===== src/rtl/exp_freq_mult_fifo_if.sv =====
// Bundle of the request, result and FIFO status signals for exp_freq_mult_fifo.
// The master side issues requests and pops results. The slave side is the engine.
interface exp_freq_mult_fifo_if #(
    parameter int FRAC_W  = 16,
    parameter int SHIFT_W = 2,
    parameter int DEPTH   = 4
);
    localparam int QW = FRAC_W + 2 + (2 ** SHIFT_W - 1);
    localparam int UW = $clog2(DEPTH) + 1;

    logic              start;
    logic [FRAC_W-1:0] vi;
    logic [SHIFT_W-1:0] ui;
    logic              rd_req;
    logic [QW-1:0]     q;
    logic              full;
    logic              empty;
    logic [UW-1:0]     usedw;
    logic              busy;
    logic              done;

    modport master (
        output start, vi, ui, rd_req,
        input  q, full, empty, usedw, busy, done
    );

    modport slave (
        input  start, vi, ui, rd_req,
        output q, full, empty, usedw, busy, done
    );
endinterface


===== src/rtl/exp_freq_mult_fifo.sv =====
// Exponential frequency-multiplier engine.
// It evaluates a truncated Taylor series of e^x iteratively, scales the result
// by 2^ui and queues it in a show-ahead circular FIFO.
module exp_freq_mult_fifo #(
    parameter int FRAC_W  = 16,
    parameter int TERMS   = 8,
    parameter int SHIFT_W = 2,
    parameter int DEPTH   = 4
) (
    input  logic                 clk,
    input  logic                 rst,
    exp_freq_mult_fifo_if.slave  bus
);
    localparam int TW  = FRAC_W + 2;
    localparam int QW  = FRAC_W + 2 + (2 ** SHIFT_W - 1);
    localparam int EXT = QW - TW;
    localparam int RW  = FRAC_W + 1;
    localparam int AW  = $clog2(DEPTH);
    localparam int UW  = AW + 1;
    localparam int KW  = $clog2(TERMS);
    localparam int P1W = TW + FRAC_W;
    localparam int P2W = TW + RW;

    localparam logic [TW-1:0] TERM_ONE = TW'(1) << FRAC_W;
    localparam logic [QW-1:0] ACC_ONE  = QW'(1) << FRAC_W;

    typedef enum logic [2:0] {
        IDLE,
        LOAD,
        MUL,
        SHIFT,
        PUSH
    } state_t;

    state_t state_q, state_d;

    logic [FRAC_W-1:0]  x_q, x_d;
    logic [SHIFT_W-1:0] sh_q, sh_d;
    logic [KW-1:0]      k_q, k_d;
    logic [TW-1:0]      term_q, term_d;
    logic [QW-1:0]      acc_q, acc_d;

    logic [QW-1:0]      mem_q [DEPTH];
    logic [QW-1:0]      mem_d [DEPTH];
    logic [AW-1:0]      wr_ptr_q, wr_ptr_d;
    logic [AW-1:0]      rd_ptr_q, rd_ptr_d;
    logic [UW-1:0]      usedw_q, usedw_d;

    logic               fifo_full;
    logic               fifo_empty;
    logic               wr_en;
    logic               rd_en;
    logic               last_term;

    logic [RW-1:0]      rom [TERMS];
    logic [P1W-1:0]     prod1;
    logic [TW-1:0]      p_trunc;
    logic [P2W-1:0]     prod2;
    logic [TW-1:0]      term_new;

    // Reciprocal table r_k = floor(2^FRAC_W / k); entry 0 is never addressed.
    assign rom[0] = '0;
    for (genvar i = 1; i < TERMS; i++) begin : g_rom
        assign rom[i] = RW'((64'd1 << FRAC_W) / 64'(i));
    end

    // One series step: multiply by x, then divide by k through the reciprocal ROM.
    assign prod1     = {{FRAC_W{1'b0}}, term_q} * {{TW{1'b0}}, x_q};
    assign p_trunc   = TW'(prod1 >> FRAC_W);
    assign prod2     = {{RW{1'b0}}, p_trunc} * {{TW{1'b0}}, rom[k_q]};
    assign term_new  = TW'(prod2 >> FRAC_W);
    assign last_term = (k_q == KW'(TERMS - 1));

    assign fifo_full  = (usedw_q == UW'(DEPTH));
    assign fifo_empty = (usedw_q == '0);
    assign rd_en      = bus.rd_req && !fifo_empty;

    // FSM state register, returning to IDLE on reset.
    always_ff @(posedge clk) begin
        if (!rst) begin
            state_q <= IDLE;
        end else begin
            state_q <= state_d;
        end
    end

    // FSM next state: capture, initialise, iterate terms, scale, then wait for FIFO room.
    always_comb begin
        state_d = state_q;
        case (state_q)
            IDLE:    if (bus.start) state_d = LOAD;
            LOAD:    state_d = MUL;
            MUL:     if (last_term) state_d = (sh_q != '0) ? SHIFT : PUSH;
            SHIFT:   if (sh_q == SHIFT_W'(1)) state_d = PUSH;
            PUSH:    if (wr_en) state_d = IDLE;
            default: state_d = IDLE;
        endcase
    end

    // FSM outputs: a push can complete into a full FIFO only when a pop frees a slot.
    always_comb begin
        wr_en    = (state_q == PUSH) && (!fifo_full || bus.rd_req);
        bus.done = wr_en;
        bus.busy = (state_q != IDLE);
    end

    // Datapath next values for the operand, shift count, term index, term and accumulator.
    always_comb begin
        x_d    = x_q;
        sh_d   = sh_q;
        k_d    = k_q;
        term_d = term_q;
        acc_d  = acc_q;
        case (state_q)
            IDLE: begin
                if (bus.start) begin
                    x_d  = bus.vi;
                    sh_d = bus.ui;
                end
            end
            LOAD: begin
                acc_d  = ACC_ONE;
                term_d = TERM_ONE;
                k_d    = KW'(1);
            end
            MUL: begin
                term_d = term_new;
                acc_d  = acc_q + {{EXT{1'b0}}, term_new};
                k_d    = k_q + KW'(1);
            end
            SHIFT: begin
                acc_d = acc_q << 1;
                sh_d  = sh_q - SHIFT_W'(1);
            end
            default: begin
            end
        endcase
    end

    // FIFO next values: pointers wrap modulo DEPTH, and a simultaneous push and pop keep the count.
    always_comb begin
        mem_d    = mem_q;
        wr_ptr_d = wr_ptr_q;
        rd_ptr_d = rd_ptr_q;
        usedw_d  = usedw_q;
        if (wr_en) begin
            mem_d[wr_ptr_q] = acc_q;
            wr_ptr_d        = wr_ptr_q + AW'(1);
        end
        if (rd_en) begin
            rd_ptr_d = rd_ptr_q + AW'(1);
        end
        case ({wr_en, rd_en})
            2'b10:   usedw_d = usedw_q + UW'(1);
            2'b01:   usedw_d = usedw_q - UW'(1);
            default: usedw_d = usedw_q;
        endcase
    end

    // Datapath and FIFO registers. Reset clears everything, so an in-flight result is discarded.
    always_ff @(posedge clk) begin
        if (!rst) begin
            x_q      <= '0;
            sh_q     <= '0;
            k_q      <= '0;
            term_q   <= '0;
            acc_q    <= '0;
            wr_ptr_q <= '0;
            rd_ptr_q <= '0;
            usedw_q  <= '0;
            for (int i = 0; i < DEPTH; i++) begin
                mem_q[i] <= '0;
            end
        end else begin
            x_q      <= x_d;
            sh_q     <= sh_d;
            k_q      <= k_d;
            term_q   <= term_d;
            acc_q    <= acc_d;
            wr_ptr_q <= wr_ptr_d;
            rd_ptr_q <= rd_ptr_d;
            usedw_q  <= usedw_d;
            mem_q    <= mem_d;
        end
    end

    // Show-ahead head and status, taken from registered FIFO state only.
    always_comb begin
        bus.q     = fifo_empty ? '0 : mem_q[rd_ptr_q];
        bus.full  = fifo_full;
        bus.empty = fifo_empty;
        bus.usedw = usedw_q;
    end
endmodule

===== src/flat_wrapper.sv =====
// flat-port wrapper written by rule: the top's interface ports become plain ports
module exp_freq_mult_fifo_flat 
#(
    parameter int FRAC_W  = 16,
    parameter int TERMS   = 8,
    parameter int SHIFT_W = 2,
    parameter int DEPTH   = 4
)
  (clk, rst, bus_start, bus_vi, bus_ui, bus_rd_req, bus_q, bus_full, bus_empty, bus_usedw, bus_busy, bus_done);
  exp_freq_mult_fifo_if #(.FRAC_W(FRAC_W), .SHIFT_W(SHIFT_W), .DEPTH(DEPTH)) bus_i ();
  input  logic clk;
  input  logic rst;
  input wire logic [$bits(bus_i.start)-1:0] bus_start;
  input wire logic [$bits(bus_i.vi)-1:0] bus_vi;
  input wire logic [$bits(bus_i.ui)-1:0] bus_ui;
  input wire logic [$bits(bus_i.rd_req)-1:0] bus_rd_req;
  output wire logic [$bits(bus_i.q)-1:0] bus_q;
  output wire logic [$bits(bus_i.full)-1:0] bus_full;
  output wire logic [$bits(bus_i.empty)-1:0] bus_empty;
  output wire logic [$bits(bus_i.usedw)-1:0] bus_usedw;
  output wire logic [$bits(bus_i.busy)-1:0] bus_busy;
  output wire logic [$bits(bus_i.done)-1:0] bus_done;
  assign bus_i.start = bus_start;
  assign bus_i.vi = bus_vi;
  assign bus_i.ui = bus_ui;
  assign bus_i.rd_req = bus_rd_req;
  assign bus_q = bus_i.q;
  assign bus_full = bus_i.full;
  assign bus_empty = bus_i.empty;
  assign bus_usedw = bus_i.usedw;
  assign bus_busy = bus_i.busy;
  assign bus_done = bus_i.done;
  exp_freq_mult_fifo #(.FRAC_W(FRAC_W), .TERMS(TERMS), .SHIFT_W(SHIFT_W), .DEPTH(DEPTH)) u_core (.clk(clk), .rst(rst), .bus(bus_i));
endmodule

===== config.mk =====
export PLATFORM = sky130hd
export DESIGN_NAME = exp_freq_mult_fifo_flat
export DESIGN_NICKNAME = d
export VERILOG_FILES = /design/src/rtl/exp_freq_mult_fifo_if.sv /design/src/rtl/exp_freq_mult_fifo.sv /design/src/flat_wrapper.sv
export SDC_FILE = /design/constraint.sdc
export NUM_CORES = 2
export LEC_CHECK = 0
export ABC_AREA = 1
export CAP_MARGIN = 20
export CORE_MARGIN = 2
export CORE_UTILIZATION = 60
export CTS_BUF_LIST = sky130_fd_sc_hd__clkbuf_4 sky130_fd_sc_hd__clkbuf_8
export CTS_CLUSTER_SIZE = 8
export DETAILED_ROUTE_END_ITERATION = 8
export PLACE_DENSITY = 0.75
export SLEW_MARGIN = 0
export SYNTH_ARGS = -nofsm -noshare
export SYNTH_HDL_FRONTEND = slang
export SYNTH_SLANG_ARGS = --single-unit

===== constraint.sdc =====
create_clock -name clk -period 15.45 [get_ports clk]
set_input_delay 3.09 -clock clk [delete_from_list [all_inputs] [get_ports clk]]
set_output_delay 3.09 -clock clk [all_outputs]
set_load 0.02 [all_outputs]

==> results.yml <==
timing:
  rsz0062_at_grt: "false"
  min_period_over_period: 0.889
  max_freq_ghz: 0.0728
  worst_slew_pin_slew_ps: 1140
  clock_skew_ps: 21.8
  tns_ps: 0
  slew_headroom: 0.241
  hold_ws_ps: 459
  slew_viol_final: 0
  setup_viol: 0
  fin_crit_ps: 13730
  hold_violations: 0
die:
  fp.dieW_um: 216
  rows: 77
  start_util: 0.610
  die_area_um2: 46800
  die_y_um: 216
  num_io_pins: 50
  core_um2: 44300
route:
  routed_wl_um: 81500
  wl_met1_um: 31800
  postRouteAntennaNets: 0
  wl_met2_um: 39600
  drtIter0Drc: 2197
  wl_per_cell_um: 19.8
  viasPerCell: 5.61
  drc_errors: 0
  num_vias: 23100
  dr_wl_met3_um: 6290
  top_layer_used: "met4"
  firstDrtPassIters: 5
logic_synthesis:
  synth_top_family_by_area: "adder cells"
  synth_fa_ha_area_frac: 0.450
  synth_most_common_cell: "inv_1"
  synth_nets: 4293
  syn_area_um2: 27000
  syn_avg_cell_area_um2: 7.57
  yosys-top-cells-count: "inv_1 (870), nand2_1 (696), fa_1 (457), a21oi_1 (295), ha_1 (241)"
  synth-compound-area-share: 0.105
  synth.yosys.seq_area_share: 0.114
  yosysTopAreaCell: "fa_1"
  ys.flop_type: "dfxtp_1"
  synth-warning-count: 0
  netlist_instances: 3573
  synth_cell_type_count: 53
  synth-edff-count: 0
  synth_top_cell_area_share: 0.338
  yosys-top-cells-area: "fa_1 (34%), inv_1 (12%), dfxtp_1 (11%)"
  yosys.area_share.xor_xnor: 0.0105
  synth-seq-cells: 154
  async_reset_ff_frac: 0
  synth_mux_area_frac: 0
  yosys.area_share.simple: 0.173
setup_path:
  max_stage_delay_ps: 900
  cp_num_buf_inv: 13
  critPathRequiredTime_ps: 15830
  crit_fanout: 19
  timing.rr.end: "u_core.acc_q[16]"
  startpoint_type: "flip-flop"
  timing.rr.start: "u_core.x_q[4]"
  r2r_slack_ps: 1720
  crit_path_end_kind: "flip-flop"
  cp.depth: 49
  rr_worst_depth: 49
  critPathKind: "flip-flop to flip-flop"
  slowest_stage: "dfxtp_1"
  arrival_ps: 14120
  cp_top_family: "adder cells"
grt:
  grt_antenna_before_repair: 0
  grt_pass1_wl_um: 131000
  first_global_vias: 23900
  grt_overflow: 0
  grt_usage: 0.360
  grt_max_degree: 101
min_path:
  hp-class: "flip-flop to flip-flop"
  hold_end: "u_core.mem_q[21]"
  hp-start: "u_core.mem_q[21]"
  min_path_cells: 2
place:
  dp_hpwl_um: 66600
  gp_congestion: 1.05
  io_buffers: 49
power_and_ir_drop:
  vdd_drop_max_uv: 80.9
  total_power_mw: 1.23
  p_comb_frac: 0.332
  p_seq_frac: 0.412
  switching_share: 0.458
  power.density_nw_per_um2: 43.6
  power_leakage_nw: 14.7
  p_clk_frac: 0.257
  netSwitchingPower_uw: 564
  intPower_uw: 667
cells_and_area:
  fin_nets: 4226
  regArea_um2: 3080
  drive_gt1_frac: 0.0361
  diodes: 0
  syn_to_final_growth_pct: 4.45
  fillCellCount: 3964
  multiInputGateArea_um2: 20000
job:
  max_cap_violations: 0
clocking:
  clk_pin_slew_ps: 100
  holdBufCountCts: 0
  clock_latency_ps: 470
  clockBufferDepth: 2
  postCtsSetupBuffers: 0
  cts_tree: "yes"
  ctsResizeCount: 0
  cts_made_buffers: 17
  clock-sinks: 154
  cts_root_buffer: "clkbuf_8"
  clock_tree.htree_level_count: 4
outcome:
  status: "finished clean"
flip-flops by register name, summed over array words and instances (netlist names), 3 cells and up:
name	flops
u_core.mem_q	84
u_core.acc_q	21
u_core.term_q	18
u_core.x_q	16
u_core.bus.usedw	3
u_core.k_q	3
u_core.state_q	3
layout by cell type, fill, tap and decap left out, types with 3 or more instances in the layout:
cell type and count:
a211oi_1 4, a21boi_0 4, a21o_1 15, a21oi_1 295
a221oi_1 5, a31oi_1 24, and2_1 7, buf_4 19
clkbuf_8 17, clkdlybuf4s50_1 49, clkinv_1 5, clkinv_8 7
dfxtp_1 154, fa_1 457, ha_1 241, inv_1 870
inv_2 16, inv_8 5, nand2_1 696, nand2_2 13
nand2_4 5, nand3_1 145, nand3_2 5, nand3b_1 3
nand4_1 10, nor2_1 178, nor2_2 8, nor2_4 5
nor3_1 11, nor3_2 3, nor4_1 6, o21ai_0 161
o21ai_1 4, o21bai_1 8, o31ai_1 3, or2_1 3
or2_2 11, xnor2_1 10, xor2_1 13, xor2_4 3
stage by stage:
stage / instance area [um2] / util / std cells / setup WS [ps]
after floorplan: 27000 / - / 3573 / 3750
after detailed placement: 27800 / 0.627 / 4079 / 1890
final: 28200 / 0.637 / 4111 / 1720
after CTS: 28200 / 0.637 / 4111 / 1860
after global placement: 27800 / 0.627 / 4077 / 1630
after global routing: 28200 / 0.637 / 4111 / 948
worst min-delay path, cell delays in order (launching register included):
cell and delay (ps):
dfxtp_1 310, inv_1 60, a21oi_1 50
final cells by class:
class	instances	area share
multi-input cells	2372	0.708
inverters	892	0.119
flip-flops and latches	154	0.109
well taps	592	0.0262
repair buffers	69	0.0228
clock buffers	17	0.00829
clock inverters	15	0.00696
how the worst max path moves through the flow:
stage                    from          endpoint  slack, ps
2_1_floorplan   u_core.x_q[4]  u_core.acc_q[19]       3750
3_5_place_dp    u_core.x_q[4]  u_core.acc_q[16]       1890
4_1_cts         u_core.x_q[4]  u_core.acc_q[16]       1860
6_report        u_core.x_q[4]  u_core.acc_q[16]       1720
5_1_grt         u_core.x_q[4]  u_core.acc_q[15]        950
3_3_place_gp   u_core.x_q[10]  u_core.acc_q[14]       1630
metal layers:
| metal | vias up | track usage |
|---|---|---|
| met4 | 0 | 0.145 |
| met5 | - | 0 |
| met3 | 217 | 0.0522 |
| li1 | 10600 | - |
| met1 | 11200 | 0.459 |
| met2 | 1070 | 0.617 |
power by group through the flow:
stage / registers (mW) / logic, mW / clock network, mW
floorplan: 0.438 / 0.314 / 0
global placement: 0.509 / 0.391 / 0
detailed placement: 0.512 / 0.398 / 0
CTS: 0.502 / 0.402 / 0.318
global route: 0.511 / 0.446 / 0.335
finish: 0.507 / 0.408 / 0.316
cells by family after synthesis:
family | Yosys count
buffers and inverters | 1047
AND/OR/NAND/NOR | 1114
flip-flops | 154
adder cells (fa/ha/maj) | 698
AO/OA/AOI/OAI | 534
XOR/XNOR | 26
Note: power is estimated with default switching activity, not from simulation.
